File: config.mk
export PLATFORM = sky130hd
export DESIGN_NAME = pipe_collide_score
export DESIGN_NICKNAME = d
export VERILOG_FILES = /design/src/rtl/pipe_collide_score.sv
export SDC_FILE = /design/constraint.sdc
export NUM_CORES = 1
export LEC_CHECK = 0
export CORE_MARGIN = 3
export CORE_UTILIZATION = 53
export CTS_CLUSTER_DIAMETER = 40
export DETAILED_ROUTE_END_ITERATION = 10
export GPL_TIMING_DRIVEN = 1
export HOLD_SLACK_MARGIN = 0.05
export PLACE_DENSITY = 0.9
export SLEW_MARGIN = 30
export SYNTH_ARGS = -nofsm -noshare
export SYNTH_HDL_FRONTEND = slang
export SYNTH_SLANG_ARGS = --single-unit
File: constraint.sdc
create_clock -name clk -period 3.2 [get_ports clk]
set_input_delay 0.96 -clock clk [delete_from_list [all_inputs] [get_ports clk]]
set_output_delay 0.96 -clock clk [all_outputs]
set_load 0.005 [all_outputs]
File: src/rtl/pipe_collide_score.sv
// rtl/pipe_collide_score.sv - per-frame collision/pass judge, game FSM and BCD score keeper
module pipe_collide_score #(
   parameter logic [9:0] BIRD_W     = 10'd34,
   parameter logic [9:0] BIRD_H     = 10'd24,
   parameter logic [9:0] GAP        = 10'd120,
   parameter logic [9:0] MIN_Y      = 10'd45,
   parameter logic [9:0] FLOOR_Y    = 10'd420,
   parameter logic [5:0] HIT_FRAMES = 6'd30
) (
   input  logic       clk,
   input  logic       reset,
   input  logic       frame_tick,
   input  logic       start,
   input  logic [9:0] pipe_l,
   input  logic [9:0] pipe_r,
   input  logic [9:0] pipe_t,
   input  logic [9:0] pipe_b,
   input  logic [9:0] bird_x,
   input  logic [9:0] bird_y,
   output logic [1:0] game_state,
   output logic       freeze,
   output logic       hit,
   output logic [7:0] score_bcd,
   output logic [7:0] best_bcd
);

   typedef enum logic [1:0] {
      S_IDLE = 2'b00,
      S_PLAY = 2'b01,
      S_HIT  = 2'b10,
      S_OVER = 2'b11
   } state_t;

   state_t      r_state, w_state_nx;
   logic        r_freeze;
   logic        r_hit, w_hit_nx;
   logic [7:0]  r_score, w_score_nx;
   logic [7:0]  r_best, w_best_nx;
   logic        r_passed, w_passed_nx;
   logic [5:0]  r_cnt, w_cnt_nx;
   logic        r_start_q;

   logic        w_start_rise;
   logic [10:0] w_bird_right, w_bird_bot, w_gap_bot;
   logic        w_h_ovl, w_top_hit, w_low_hit, w_bound_hit, w_collide, w_behind;
   logic [7:0]  w_score_inc;
   logic        w_unused_pipe_t;

   // The top-pipe top edge is reserved for later geometry; it does not affect collision.
   assign w_unused_pipe_t = ^pipe_t;

   assign w_start_rise = start & ~r_start_q;

   // 11-bit sums so bird edges near the screen limit never wrap.
   assign w_bird_right = {1'b0, bird_x} + {1'b0, BIRD_W};
   assign w_bird_bot   = {1'b0, bird_y} + {1'b0, BIRD_H};
   assign w_gap_bot    = {1'b0, pipe_b} + {1'b0, GAP};

   assign w_h_ovl     = (w_bird_right > {1'b0, pipe_l}) && (bird_x < pipe_r);
   assign w_top_hit   = w_h_ovl && (bird_y <= pipe_b);
   assign w_low_hit   = w_h_ovl && (w_bird_bot > w_gap_bot);
   assign w_bound_hit = (bird_y <= MIN_Y) || (w_bird_bot >= {1'b0, FLOOR_Y});
   assign w_collide   = w_top_hit | w_low_hit | w_bound_hit;
   assign w_behind    = (pipe_r < bird_x);

   // BCD increment that saturates at 99.
   always_comb begin
      w_score_inc = r_score;
      if (r_score == 8'h99)
         w_score_inc = 8'h99;
      else if (r_score[3:0] == 4'd9)
         w_score_inc = {r_score[7:4] + 4'd1, 4'd0};
      else
         w_score_inc = {r_score[7:4], r_score[3:0] + 4'd1};
   end

   // Next-state and next-value logic for the game FSM and score bookkeeping.
   always_comb begin
      w_state_nx  = r_state;
      w_hit_nx    = 1'b0;
      w_score_nx  = r_score;
      w_best_nx   = r_best;
      w_passed_nx = r_passed;
      w_cnt_nx    = r_cnt;
      case (r_state)
         S_IDLE: begin
            if (w_start_rise) begin
               w_state_nx  = S_PLAY;
               w_score_nx  = 8'h00;
               w_passed_nx = 1'b0;
            end
         end
         S_PLAY: begin
            if (frame_tick) begin
               if (w_collide) begin
                  w_state_nx = S_HIT;
                  w_hit_nx   = 1'b1;
                  w_cnt_nx   = 6'd0;
               end else if (w_behind && !r_passed) begin
                  w_score_nx  = w_score_inc;
                  w_passed_nx = 1'b1;
               end else if (!w_behind) begin
                  w_passed_nx = 1'b0;
               end
            end
         end
         S_HIT: begin
            if (frame_tick) begin
               if (r_cnt == HIT_FRAMES - 6'd1) begin
                  w_state_nx = S_OVER;
                  if (r_score > r_best)
                     w_best_nx = r_score;
               end else begin
                  w_cnt_nx = r_cnt + 6'd1;
               end
            end
         end
         S_OVER: begin
            if (w_start_rise)
               w_state_nx = S_IDLE;
         end
         default: w_state_nx = S_IDLE;
      endcase
   end

   // State and datapath registers; freeze is registered with the state it describes.
   always_ff @(posedge clk or negedge reset) begin
      if (!reset) begin
         r_state   <= S_IDLE;
         r_freeze  <= 1'b1;
         r_hit     <= 1'b0;
         r_score   <= 8'h00;
         r_best    <= 8'h00;
         r_passed  <= 1'b0;
         r_cnt     <= 6'd0;
         r_start_q <= 1'b0;
      end else begin
         r_state   <= w_state_nx;
         r_freeze  <= (w_state_nx != S_PLAY);
         r_hit     <= w_hit_nx;
         r_score   <= w_score_nx;
         r_best    <= w_best_nx;
         r_passed  <= w_passed_nx;
         r_cnt     <= w_cnt_nx;
         r_start_q <= start;
      end
   end

   assign game_state = r_state;
   assign freeze     = r_freeze;
   assign hit        = r_hit;
   assign score_bcd  = r_score;
   assign best_bcd   = r_best;

endmodule
-- Word-level counts from Yosys, hierarchy flattened
Cells that the tools add are included.
- $add $sub $neg: 6
- multipliers: 0
- div/mod/pow operators: 0
- magnitude comparators: 8
- eq/ne operators: 16
- shift-type cells: 0
- muxes and demuxes: 28
- bitwise gates (word level): 4
- reduce and logical (&&, ||, !) cells: 14
- operators by type and width (kind ; number):
    two-way mux 8 bit ; 6
    two-way mux 6 bit ; 4
    less-than comparator 10 bit ; 2
    one-hot mux 8 bit (2 select lines) ; 1
    AND reduction 5 bit ; 3
    != test 2 bit (second input constant) ; 7
    two-way mux 2 bit ; 6
    one-hot mux 6 bit (2 select lines) ; 1
    adder 10 x 5 -> 11 bit (second input constant) ; 1
    adder 10 x 6 -> 11 bit (second input constant) ; 1
    adder 10 x 7 -> 11 bit (second input constant) ; 1
    greater-or-equal comparator 11 x 9 -> 1 bit (second input constant) ; 1
    greater-than comparator 11 x 10 -> 1 bit ; 1
    greater-than comparator 11 bit ; 1
    less-or-equal comparator 10 bit ; 1
    less-or-equal comparator 10 x 6 -> 1 bit (second input constant) ; 1
    adder 4 x 1 -> 4 bit (second input constant) ; 2
    equality test 8 bit (second input constant) ; 1
    greater-than comparator 8 bit ; 1
    two-way mux 1 bit ; 8
    one-hot mux 2 bit (4 select lines) ; 1
    adder 6 x 1 -> 6 bit (second input constant) ; 1
    equality test 6 x 5 -> 1 bit (second input constant) ; 1
    != test 3 bit (second input constant) ; 2
    other kinds (15) ; 21
- bits in registers: 28
- latch bits: 0
- RAM bits: 0
- ROM bits: 0
- bits of input ports: 64
- output and inout port bits: 20
- word-level logic and storage cells: 85
- memories: 0

-- Longest topological paths before layout
- depth in word-level cells: 10
- depth in mapped cells: 16
- mapped depth without buffers: 16

-- Least setup slack after synthesis
Ideal clock, no wire load.
- kind: input -> register
- start: in bird_y[3]
- end: reg r_score[4], in the netlist score_bcd[4]
- setup time: 125 ps
- data arrival time: 3589 ps
- required time: 3075 ps
- path slack: -514 ps
- cell stages on the path: 16
- cell sequence: inv_1 -> ha_1 -> nor2b_1 -> and4_1 -> xor2_1 -> ha_1 -> a21oi_1 -> nand2_1 -> a21oi_1 -> o31ai_1 -> a211oi_2 -> o211ai_4 -> buf_6 -> nor3_4 -> o21ba_2 -> mux2_4
- cells in the longest elaborated chain, start to end: 7
- ends and longest elaborated chain (what ; RTL line ; source):
    start, declared ; 19 ; input logic [9:0] bird_y,
    adder 10 x 5 -> 11 bit ; 56 ; assign w_bird_bot = {1'b0, bird_y} + {1'b0, BIRD_H};
    greater-than comparator 11 bit ; 61 ; assign w_low_hit = w_h_ovl && (w_bird_bot > w_gap_bot);
    logical AND 1 bit ; 61 ;
    OR 1 bit ; 63 ; assign w_collide = w_top_hit | w_low_hit | w_bound_hit;
    OR 1 bit * ; 63 ;
    != test 2 bit (no line) * ; n/a ;
    AND reduction 6 bit (no line) * ; n/a ;
    end signal, assigned ; 141 ; r_score <= w_score_nx;
    end, declared ; 37 ; logic [7:0] r_score, w_score_nx;
Mark *: on every way between the ends. The rest lies on a longest branch, timed or not.
A chain may end at the register's enable or synchronous reset.

-- Final worst setup path
- start: in bird_y[4]
- end: reg r_score[5], in the netlist score_bcd[5]
Same word-level chain as after synthesis.

==> flow_summary.json <==
{
  "status": "finished with violations",
  "wl_per_cell_microns": 20.8,
  "ys_seq_area_share_pct": 22.8,
  "drtIter0Drc": 433,
  "setup_ws_ns": -0.688,
  "clk_pin_slew_ns": 0.11,
  "grt.total_usage_pct": 31.4,
  "hpwlAfterDp_mm": 6.94,
  "cts_tree": "built",
  "cts_buffers": 3,
  "synth_mux_area_share_pct": 3.17,
  "rows": 27,
  "synth_adder_area_share_pct": 22.8,
  "violations": "setup timing",
  "n_fill_cell": 271,
  "cts.path.max_buffers": 2,
  "viasPerCell": 6.42,
  "synth_top_family_by_area": "adder cells",
  "final_util_pct": 85.6,
  "maxCapViolCount": 0,
  "cts_hold_buf": 0,
  "htreeDepth": 1,
  "grt_overflow": 0,
  "synth_edf_count": 0,
  "grt_max_degree": 29,
  "dpl.cell_count": 564,
  "synth_area_per_cell_sq_um": 8.29,
  "drive_gt1_share_pct": 30.0,
  "finalCritPeriodShare_pct": 121,
  "ys_types": 56,
  "synth_compound_area_share_pct": 18.7,
  "worstMarginPinSlew_ns": 0.999,
  "firstDrtPassIters": 5,
  "synth_simple_gate_area_share_pct": 20.6,
  "grt_pass1_wl_mm": 16.6,
  "syn_area_sq_um": 3070,
  "diodes": 0,
  "setup.worst_path.start": "bird_y[4]",
  "peakVddDrop_v": 0.000367,
  "ant_nets": 0,
  "r2r-end": "best_bcd[2]$_DFFE_PN0P_",
  "synthCells": 371,
  "clock-root-buffer": "clkbuf_8",
  "core_sq_um": 5570,
  "setup.worst_path.end_class": "flip-flop",
  "r2r_setup_slack_ns": 0.63,
  "power_leakage_nw": 2.25,
  "die_x_microns": 82.2,
  "drv_slew": 0,
  "initial_core_util_pct": 55.2,
  "slew_headroom_pct": 33.2,
  "critPathKind": "in2reg",
  "final_hold_viol_count": 0,
  "antenna_found_initial": 0,
  "max_freq_ghz": 0.257,
  "powerDensity_nw_per_um2": 426,
  "gp_congestion": 0.800,
  "vias": 3735,
  "synth_xor_area_share_pct": 4.84,
  "fin_skew_ns": 0.0111,
  "drt-total-wl_mm": 12.1,
  "remaining_drc_errors": 0,
  "critPathArrivalTime_ns": 4.06,
  "crit_fanout": 4,
  "nets": 631,
  "worstSetupEndpoint": "score_bcd[5]$_DFFE_PN0P_",
  "ios": 84,
  "synth_ff_type": "dfrtp_1",
  "cts.sinks": 28,
  "hold_slack_ns": 0.540,
  "syn2layout_area_growth_pct": 55.2,
  "io_buffers": 73,
  "rr_startpoint": "score_bcd[0]$_DFFE_PN0P_",
  "rsz0062_at_grt": "yes",
  "finalSetupViolCount": 19,
  "min_period_ns": 3.89,
  "stdcell_count": 582,
  "grt_pass1_vias": 3700,
  "startpoint_type": "primary input",
  "clk-insertion-delay-late_ns": 0.28,
  "yosysWarnings": 0,
  "die_h_microns": 82.2,
  "synth_nets": 491,
  "async_flop_share_pct": 100,
  "required_ns": 3.37,
  "hold_class": "reg2reg",
  "ys_ff_latch": 28,
  "finalSetupTns_ns": -10.37,
  "worst-r2r-cell-count": 9,
  "die_area_sq_um": 6750
}
routing by layer:
| metal | GRT usage, % | up-vias | wire, microns |
|---|---|---|---|
| met1 | 34.0 | 1716 | 4160 |
| li1 | - | 1609 | - |
| met4 | 14.5 | 0 | 829 |
| met5 | 0 | - | 0 |
| met2 | 59.5 | 311 | 6000 |
| met3 | 4.66 | 99 | 1120 |
cells by family after synthesis:
kind of cell    count (synthesis)
flops                          28
simple gates                  120
buf+inv                        56
fa+ha+maj                      56
compound gates                 86
xor+xnor                       17
mux                             8
synth_stat cells, types with 2 or more instances:
cell | count | area, sq um
o32ai_1 | 2 | 17.5
a21oi_1 | 21 | 105
a31oi_1 | 2 | 12.5
inv_1 | 49 | 184
or3_1 | 3 | 18.8
nand4_1 | 17 | 106
nor3_1 | 6 | 30.0
o21a_1 | 2 | 15.0
nand2b_1 | 8 | 50.1
a21oi_2 | 2 | 17.5
nor2_1 | 20 | 75.1
o21ai_1 | 2 | 10.0
a2111oi_0 | 2 | 17.5
mux2_4 | 2 | 30.0
a21o_1 | 10 | 75.1
dfrtp_1 | 27 | 676
clkbuf_1 | 4 | 15.0
ha_1 | 56 | 701
o31ai_1 | 3 | 22.5
a211oi_1 | 2 | 15.0
nand3_1 | 11 | 55.1
nor2b_1 | 8 | 50.1
xor2_1 | 3 | 26.3
o211ai_1 | 2 | 15.0
mux2_2 | 6 | 67.6
and3_1 | 5 | 31.3
nand2_1 | 31 | 116
xnor2_1 | 14 | 123
o21ai_0 | 24 | 120
cell usage in the layout, fill, tap and decap left out, types with 3 or more instances in the layout:
cell type and n:
dlygate4sd2_1 9, nand2_1 24, dfrtp_1 27, nand4_1 17, and3_1 4, buf_4 58
clkdlybuf4s50_1 53, a21oi_2 8, nand2_2 6, buf_6 10, ha_4 4, xnor2_2 3
nand2b_1 8, nor2_1 18, inv_1 41, buf_2 5, o21ai_1 10, nand3_1 8
a21o_1 10, mux2_2 6, nor2b_1 6, o21ai_0 15, xnor2_1 11, nor3_1 4
clkbuf_8 3, inv_2 7, nand3_2 3, ha_1 52, a21oi_1 14
worst max-delay path: stages:
cell and delay [ns]:
buf_12 0.11, buf_4 0.14, o21ai_1 0.25, nor2_1 0.13, and3_1 0.21, ha_1 0.31
nand4_1 0.28, nor2_1 0.24, nand4_1 0.16, a211oi_4 0.30, o211ai_4 0.16, buf_6 0.17
nor3_4 0.14, o21ba_4 0.21, mux2_4 0.30
report_power, final:
group	switching [mW]	internal, mW
clock network	0.121	0.168
registers	0.135	0.426
logic	0.615	0.569
total	0.871	1.16
through the flow:
step | power (mW) | area [sq um] | setup WS (ns)
after global routing | 2.13 | 4770 | -0.690
final | 2.03 | 4770 | -0.688
after CTS | 1.82 | 4670 | -0.308
after floorplan | 1.03 | 3120 | -0.374
after detailed placement | 1.42 | 4320 | -1.33
after global placement | 1.37 | 4320 | -1.12
sequential cells by signal (all words and copies together) (netlist names):
register    count
best_bcd        8
score_bcd       8
r_cnt           6
game_state      2
freeze          1
hit             1
r_passed        1
r_start_q       1
worst min path at each step:
stage	from	end	slack [ns]	cells after the start
2_1_floorplan	r_passed$_DFFE_PN0P_	r_passed$_DFFE_PN0P_	0.49	1
3_3_place_gp	best_bcd[0]$_DFFE_PN0P_	best_bcd[0]$_DFFE_PN0P_	0.49	2
3_5_place_dp	best_bcd[6]$_DFFE_PN0P_	best_bcd[6]$_DFFE_PN0P_	0.50	2
4_1_cts	best_bcd[6]$_DFFE_PN0P_	best_bcd[6]$_DFFE_PN0P_	0.52	2
5_1_grt	best_bcd[1]$_DFFE_PN0P_	best_bcd[1]$_DFFE_PN0P_	0.58	2
6_report	best_bcd[6]$_DFFE_PN0P_	best_bcd[6]$_DFFE_PN0P_	0.54	2
layout make-up:
class | count | area (sq um) | share of cell area, %
Multi-Input combinational cell | 288 | 2450 | 51.4
Timing Repair Buffer | 140 | 1250 | 26.1
Sequential cell | 28 | 702 | 14.7
Inverter | 50 | 208 | 4.35
Tap cell | 72 | 90.1 | 1.89
Clock buffer | 3 | 41.3 | 0.865
Clock inverter | 1 | 30.0 | 0.629
timing repair:
| item | CTS | global route |
|---|---|---|
| cloned | 1 | 0 |
| pin swaps | 48 | 26 |
| endpoints found under the setup margin | 19 | 19 |
| resized for setup | 103 | 36 |
| setup buffers | 16 | 4 |
No activity file was read; power rests on OpenSTA's default activity.
